File: src/rtl/collect_shared_bv_pkg.sv
// Shared types and constants for the half-to-full shared-bitvector collector.
// Optional macro COLLECT_SHARED_CLEAR_EN is consumed by the files that import this package.
package collect_shared_bv_pkg;

    localparam int DEF_NUM_SHARES = 2;
    localparam int DEF_HALF_WIDTH = 15;
    localparam int DEF_BIT_WIDTH  = 2 * DEF_HALF_WIDTH;

    typedef logic [DEF_NUM_SHARES-1:0][DEF_HALF_WIDTH-1:0] shared_half_t;
    typedef logic [DEF_NUM_SHARES-1:0][DEF_BIT_WIDTH-1:0]  shared_full_t;

    // LO: waiting for a low half; HI: low half held, next half completes the word
    typedef enum logic {
        ST_LO = 1'b0,
        ST_HI = 1'b1
    } state_t;

endpackage

File: src/rtl/collect_shared_bv_reg.sv
// Enable/clear register for a shared vector; load wins over clear.
// Used for both the low-half holding register and the output register.
module shared_bv_reg #(
    parameter int NUM_SHARES = 2,
    parameter int WIDTH      = 15
) (
    input  logic                                clk,
    input  logic                                rst,
    input  logic                                en,
    input  logic                                clr,
    input  logic [NUM_SHARES-1:0][WIDTH-1:0]    d,
    output logic [NUM_SHARES-1:0][WIDTH-1:0]    q
);

    always_ff @(posedge clk or posedge rst) begin
        if (rst)
            q <= '0;
        else if (en)
            q <= d;
        else if (clr)
            q <= '0;
    end

endmodule

File: src/rtl/collect_shared_bv.sv
// Collects low then high half-width shared words into one full-width shared word.
// Define COLLECT_SHARED_CLEAR_EN to zero consumed share data and mask out_a when idle.
module collect_shared_bv
    import collect_shared_bv_pkg::*;
#(
    parameter int NUM_SHARES = DEF_NUM_SHARES,
    parameter int HALF_WIDTH = DEF_HALF_WIDTH
) (
    input  logic                                    in_clock,
    input  logic                                    in_reset,
    input  logic                                    in_valid,
    output logic                                    out_ready,
    input  logic [NUM_SHARES-1:0][HALF_WIDTH-1:0]   in_half,
    output logic                                    out_expect_hi,
    output logic                                    out_valid,
    input  logic                                    in_ready,
    output logic [NUM_SHARES-1:0][2*HALF_WIDTH-1:0] out_a
);

    localparam int BIT_WIDTH = 2 * HALF_WIDTH;

    state_t state;
    logic   out_full;
    logic   up_xfer, lo_xfer, hi_xfer, down_xfer;
    logic   lo_clr, out_clr;

    logic [NUM_SHARES-1:0][HALF_WIDTH-1:0] lo_q;
    logic [NUM_SHARES-1:0][BIT_WIDTH-1:0]  full_d, out_q;

    // A full output slot may drain and refill on the same edge
    assign out_ready     = (state == ST_LO) || !out_full || in_ready;
    assign out_expect_hi = (state == ST_HI);
    assign out_valid     = out_full;

    assign up_xfer   = in_valid && out_ready;
    assign lo_xfer   = up_xfer && (state == ST_LO);
    assign hi_xfer   = up_xfer && (state == ST_HI);
    assign down_xfer = out_full && in_ready;

    always_ff @(posedge in_clock or posedge in_reset) begin
        if (in_reset) begin
            state    <= ST_LO;
            out_full <= 1'b0;
        end else begin
            if (lo_xfer)
                state <= ST_HI;
            else if (hi_xfer)
                state <= ST_LO;
            if (hi_xfer)
                out_full <= 1'b1;
            else if (down_xfer)
                out_full <= 1'b0;
        end
    end

    // Each share is assembled only from its own halves
    for (genvar i = 0; i < NUM_SHARES; i++) begin : g_join
        assign full_d[i] = {in_half[i], lo_q[i]};
    end

`ifdef COLLECT_SHARED_CLEAR_EN
    assign lo_clr  = hi_xfer;
    assign out_clr = down_xfer && !hi_xfer;
    assign out_a   = out_full ? out_q : '0;
`else
    assign lo_clr  = 1'b0;
    assign out_clr = 1'b0;
    assign out_a   = out_q;
`endif

    shared_bv_reg #(.NUM_SHARES(NUM_SHARES), .WIDTH(HALF_WIDTH)) u_lo_reg (
        .clk (in_clock),
        .rst (in_reset),
        .en  (lo_xfer),
        .clr (lo_clr),
        .d   (in_half),
        .q   (lo_q)
    );

    shared_bv_reg #(.NUM_SHARES(NUM_SHARES), .WIDTH(BIT_WIDTH)) u_out_reg (
        .clk (in_clock),
        .rst (in_reset),
        .en  (hi_xfer),
        .clr (out_clr),
        .d   (full_d),
        .q   (out_q)
    );

endmodule

File: config.mk
export PLATFORM = sky130hd
export DESIGN_NAME = collect_shared_bv
export DESIGN_NICKNAME = d
export VERILOG_FILES = /design/src/rtl/collect_shared_bv_pkg.sv /design/src/rtl/collect_shared_bv_reg.sv /design/src/rtl/collect_shared_bv.sv
export SDC_FILE = /design/constraint.sdc
export NUM_CORES = 1
export LEC_CHECK = 0
export BUFFER_PORTS_ARGS = -buffer_cell sky130_fd_sc_hd__clkbuf_2
export CORE_MARGIN = 2
export CORE_UTILIZATION = 30
export CTS_BUF_LIST = sky130_fd_sc_hd__clkbuf_4
export CTS_CLUSTER_DIAMETER = 200
export DETAILED_ROUTE_END_ITERATION = 10
export PLACE_DENSITY = 0.54
export SETUP_SLACK_MARGIN = 0.05
export SKIP_CTS_REPAIR_TIMING = 1
export SLEW_MARGIN = 20
export SYNTH_ARGS = -nofsm -noshare
export SYNTH_HDL_FRONTEND = slang
export SYNTH_HIERARCHICAL = 1
export SYNTH_SLANG_ARGS = --single-unit
File: constraint.sdc
create_clock -name in_clock -period 3.8 [get_ports in_clock]
set_input_delay 0.38 -clock in_clock [delete_from_list [all_inputs] [get_ports in_clock]]
set_output_delay 0.38 -clock in_clock [all_outputs]
set_load 0.02 [all_outputs]
=== After elaboration in Yosys (flattened, before gate mapping) ===
Index checks and enable logic that the tools add are counted.

* Flip-flop bits (word level): 92
* Latch bits: 0
* Bits in writable memories: 0
* Bits in read-only memories: 0
* Input bits: 34
* Output and inout bits: 63
* Memories kept: 0

* Add/subtract/negate cells: 0
* $mul: 0
* Div/mod/pow operators: 0
* $lt $le $gt $ge: 0
* Eq/ne operators: 0
* Shift-type cells: 0
* Mux-type cells: 4
* Bitwise operators: 1
* Reductions and logical operators: 9

{| class="wikitable"
|+ Operators by type and width
! operator !! count
|-
| 1-bit logical AND || 4
|-
| 1-bit 2-to-1 mux || 4
|-
| 2-bit nonzero test || 2
|-
| 1-bit logical OR || 2
|-
| 1-bit zero test || 1
|-
| 1-bit NOT || 1
|}

=== Depth between registers and ports, before layout ===
* Depth in word-level cells: 7
* Depth in mapped cells: 7

=== By module ===
The synthesis kept the hierarchy.

{| class="wikitable"
|+ Modules (own cells, without submodules)
! module !! times used !! cells an instance !! area each (µm²) !! seq. area each (µm²)
|-
| shared_bv_reg at u_out_reg || 1 || 200 || 2336.0 || 1501.4
|-
| shared_bv_reg at u_lo_reg || 1 || 101 || 1169.9 || 750.7
|-
| collect_shared_bv || 1 || 12 || 103.8 || 50.0
|}

=== Least setup slack after synthesis ===
No wires, ideal clock.

* Kind: register -> register
* From: reg out_full, in the netlist out_valid
* To: reg u_out_reg/q[10] (netlist name)
* Library setup time: 121 ps
* Arrival: 1262 ps
* Required time: 3679 ps
* Path slack: 2417 ps
* Cell stages (with the launch flop): 7
* Path through: dfrtp_1 > nor2b_2 > nor2_1 > buf_2 > clkbuf_1 > nand2b_1 > o21ai_1

* Cells in the longest elaborated chain, start to end: 5

{| class="wikitable"
|+ RTL lines
! what !! RTL line !! RTL
|-
| from (decl) || collect_shared_bv.sv:23 || <nowiki>logic out_full;</nowiki>
|-
| from (signal assigned) || collect_shared_bv.sv:43 || <nowiki>out_full <= 1'b0;</nowiki>
|-
| from (signal assigned) || collect_shared_bv.sv:50 || <nowiki>out_full <= 1'b1;</nowiki>
|-
| from (signal assigned) || collect_shared_bv.sv:52 || <nowiki>out_full <= 1'b0;</nowiki>
|-
| 1-bit zero test || collect_shared_bv.sv:31 || <nowiki>assign out_ready = (state == ST_LO) || !out_full || in_ready;</nowiki>
|-
| 1-bit logical OR (2 in series) || collect_shared_bv.sv:31 ||
|-
| 1-bit logical AND || collect_shared_bv.sv:35 || <nowiki>assign up_xfer = in_valid && out_ready;</nowiki>
|-
| 1-bit logical AND || collect_shared_bv.sv:37 || <nowiki>assign hi_xfer = up_xfer && (state == ST_HI);</nowiki>
|-
| net hi_xfer || collect_shared_bv.sv:24 || <nowiki>logic up_xfer, lo_xfer, hi_xfer, down_xfer;</nowiki>
|-
| to (signal assigned) || collect_shared_bv_reg.sv:17 || <nowiki>q <= '0;</nowiki>
|-
| to (signal assigned) || collect_shared_bv_reg.sv:19 || <nowiki>q <= d;</nowiki>
|-
| to (signal assigned) || collect_shared_bv_reg.sv:21 || <nowiki>q <= '0;</nowiki>
|-
| to (decl) || collect_shared_bv_reg.sv:12 || <nowiki>output logic [NUM_SHARES-1:0][WIDTH-1:0] q</nowiki>
|}

The timed path passes the listed nets, and every way through them passes these cells.
A chain may end at the register's enable or synchronous reset.

=== Final worst setup path ===
* From: reg state, in the netlist out_expect_hi
* To: reg u_out_reg/q[12] (netlist name)

* Cells in the longest elaborated chain, start to end: 5

{| class="wikitable"
|+ RTL lines
! what !! RTL line !! RTL
|-
| from (decl) || collect_shared_bv.sv:22 || <nowiki>state_t state;</nowiki>
|-
| from (signal assigned) || collect_shared_bv.sv:42 || <nowiki>state <= ST_LO;</nowiki>
|-
| from (signal assigned) || collect_shared_bv.sv:46 || <nowiki>state <= ST_HI;</nowiki>
|-
| from (signal assigned) || collect_shared_bv.sv:48 || <nowiki>state <= ST_LO;</nowiki>
|-
| 1-bit NOT || collect_shared_bv.sv:31 ||
|-
| 1-bit logical OR (2 in series) || collect_shared_bv.sv:31 ||
|-
| 1-bit logical AND || collect_shared_bv.sv:35 ||
|-
| 1-bit logical AND * || collect_shared_bv.sv:37 ||
|-
| net hi_xfer || collect_shared_bv.sv:24 ||
|}

The timed path passes the listed nets; every way through them passes the cells marked *.

==> flow_summary.toml <==
[drt]
drt_pass1_iterations = 4
wire_per_inst_um = 14.90
drt_iter0_markers = 117
final_antenna_net_count = 0
via_per_inst = 4.597
drc = 0
num_vias = 2602
wl_um = 8432

[worst_setup_path]
critPathMaxFanout = 57
criticalPathCategory = "reg2reg"
cp.arrival_ns = 2.46
critPathLaunchType = "flip-flop"
crit_path_end_kind = "flip-flop"
worstPathRequired_ns = 4.14
r2r_start = "out_expect_hi"
critPathLaunch = "out_expect_hi"
rrSetupSlack_ns = 1.68
r2r-end = "u_out_reg/q[12]"
reg2reg_depth = 5

[sta]
rsz0062_at_grt = "no"
tightest_slew_ns = 0.8204
finalHoldViolations = 0
slew_violations = 0
fmax_mhz = 472.4
fin_crit_ns = 2.117
skew_ns = 0.01165
finalSetupViolCount = 0
period_share_pct = 55.71
relSlewSlack_pct = 45.23
fin_tns_setup_ns = 0

[logic_synthesis]
ys_seq_area_share_pct = 63.78
avgSynthCellArea_um2 = 11.53
yosys.area.top_type_share_pct = 63.78
yosysTopAreaCell = "dfrtp_1"
synthCells = 313
ys_ff_latch = 92
yosysUniqueCellTypes = 17
syn-cell-area_um2 = 3610
synth_area_leaders = "dfrtp_1 (64%), a22o_1 (10%), nand2b_1 (8.3%)"
yosys_warnings = 6

[die]
pin_count = 97
initial_core_util_pct = 30.43
fp.dieArea_um2 = 12930
rows = 40
dieHeight_um = 113.7
chipWidth_um = 113.7
coreArea_um2 = 11860

[cells_and_area]
utilization_pct = 36.89
fin_nets = 448
area_delta_synth_final_pct = 21.21
final_cell_mix = "clkbuf_2 (96), dfrtp_1 (92), nand2_1 (49)"
diodes = 0
layout_commonest_cell = "clkbuf_2"
drive_gt1_share_pct = 28.88

[grt]
antenna_found_initial = 0
grt_pass1_wl_um = 13730
track_usage_pct = 13.64
grt_max_degree = 58
grt_pass1_vias = 2621
overflow = 0

[run]
maxCapViolations = 0

[clock_tree]
worstSkewPairLatency_ns = 0.43
htree_levels = 3
cts_made_buffers = 9
root_buffer = "clkbuf_4"
clk_pin_slew_ns = 0.15
cts_buffer_depth = 2
cts_tree = "done"
cts.sinks = 92

[power]
seqPwrFrac_pct = 53.9
p_sw_uw = 693.4
p_int_uw = 1454
ir_drop_uv = 186.8
p_clk_share_pct = 25.7
p_comb_share_pct = 20.4
leakage_uw = 0.002169
cellPowerDensity_nw_per_um2 = 490.8
switching_share_pct = 32.29

[worst_hold_path]
min-delay-start = "in_half[9]"
hp-class = "in2reg"
hold_path_end = "u_out_reg/q[24]"
holdPathStages = 3

[place]
hpwl_um = 5581
io_buffers = 96
place.gp.congestion = 0.7397

[outcome]
outcome = "complete, no violations"
cell usage after synthesis:
cell type	n
conb_1	1
dfrtp_1	92
buf_6	6
o21ba_1	1
buf_4	1
nand2b_1	48
nor2b_1	1
buf_2	11
nor2b_2	1
o21ai_0	15
nor2_1	3
nor2_4	1
o21ai_1	32
nand2_1	49
a22o_1	43
inv_1	3
clkbuf_1	5
worst max-delay path by stage:
stage                            endpoint  depth (start not counted)  slack [ns]
after floorplan            u_out_reg/q[0]                          1        1.94
after global placement    u_out_reg/q[14]                          6        1.69
after detailed placement  u_out_reg/q[47]                          5        1.58
after CTS                 u_out_reg/q[12]                          5        1.65
after global routing      u_out_reg/q[15]                          5        1.44
final                     u_out_reg/q[12]                          5        1.68
metrics by stage:
stage | hold WS, ns | std cells | total power, uW | worst slack (ns) | area, um2
global placement | 0.2523 | 549 | 1611 | 1.686 | 4218
detailed placement | 0.2678 | 549 | 1620 | 1.583 | 4218
floorplan | 0.1212 | 325 | 1472 | 1.935 | 3655
CTS | -0.2452 | 565 | 2184 | 1.646 | 4360
global route | 0.1291 | 566 | 2286 | 1.440 | 4375
finish | 0.1618 | 566 | 2147 | 1.683 | 4375
layer usage:
metal / part of all wire, % / vias up / track usage (%)
met4: 0.82 / 0 / 4.390
met5: 0 / - / 0
li1: - / 1253 / -
met2: 45 / 89 / 19.92
met1: 48 / 1253 / 19.75
met3: 7.0 / 7 / 3.719
final cells by class:
cell class	instances	area [um2]
clock inverters	7	75.07
well taps	147	183.9
multi-input cells	207	1215
repair buffers	101	520.5
fillers	1213	7486
clock buffers	9	67.56
inverters	3	11.26
flip-flops and latches	92	2302
registers in the layout (all words and copies together) (netlist names):
name and cells:
out_valid 1, u_out_reg/q 60, out_expect_hi 1, u_lo_reg/q 30
power by group through the flow:
stage | combinational [uW] | clock, uW | sequential [uW]
after detailed placement | 446 | 0 | 1170
final | 439 | 551 | 1160
after global routing | 486 | 627 | 1170
after global placement | 435 | 0 | 1180
after CTS | 444 | 581 | 1160
after floorplan | 219 | 0 | 1250
worst max-delay path: stages, from the launching register on:
cell and delay [ns]:
dfrtp_1 0.48, nand2_1 0.16, nor2_4 0.56, buf_4 0.58, nand2b_1 0.19, o21ai_1 0.06
kinds of logic after synthesis:
group,Yosys count,share of synthesized area [%]
flip-flops,92,63.78
AND/OR/NAND/NOR,103,14.45
AO/OA/AOI/OAI,91,17.23
buffers and inverters,26,4.437
other,1,0.1039
Power figures use the tool's default switching activity.
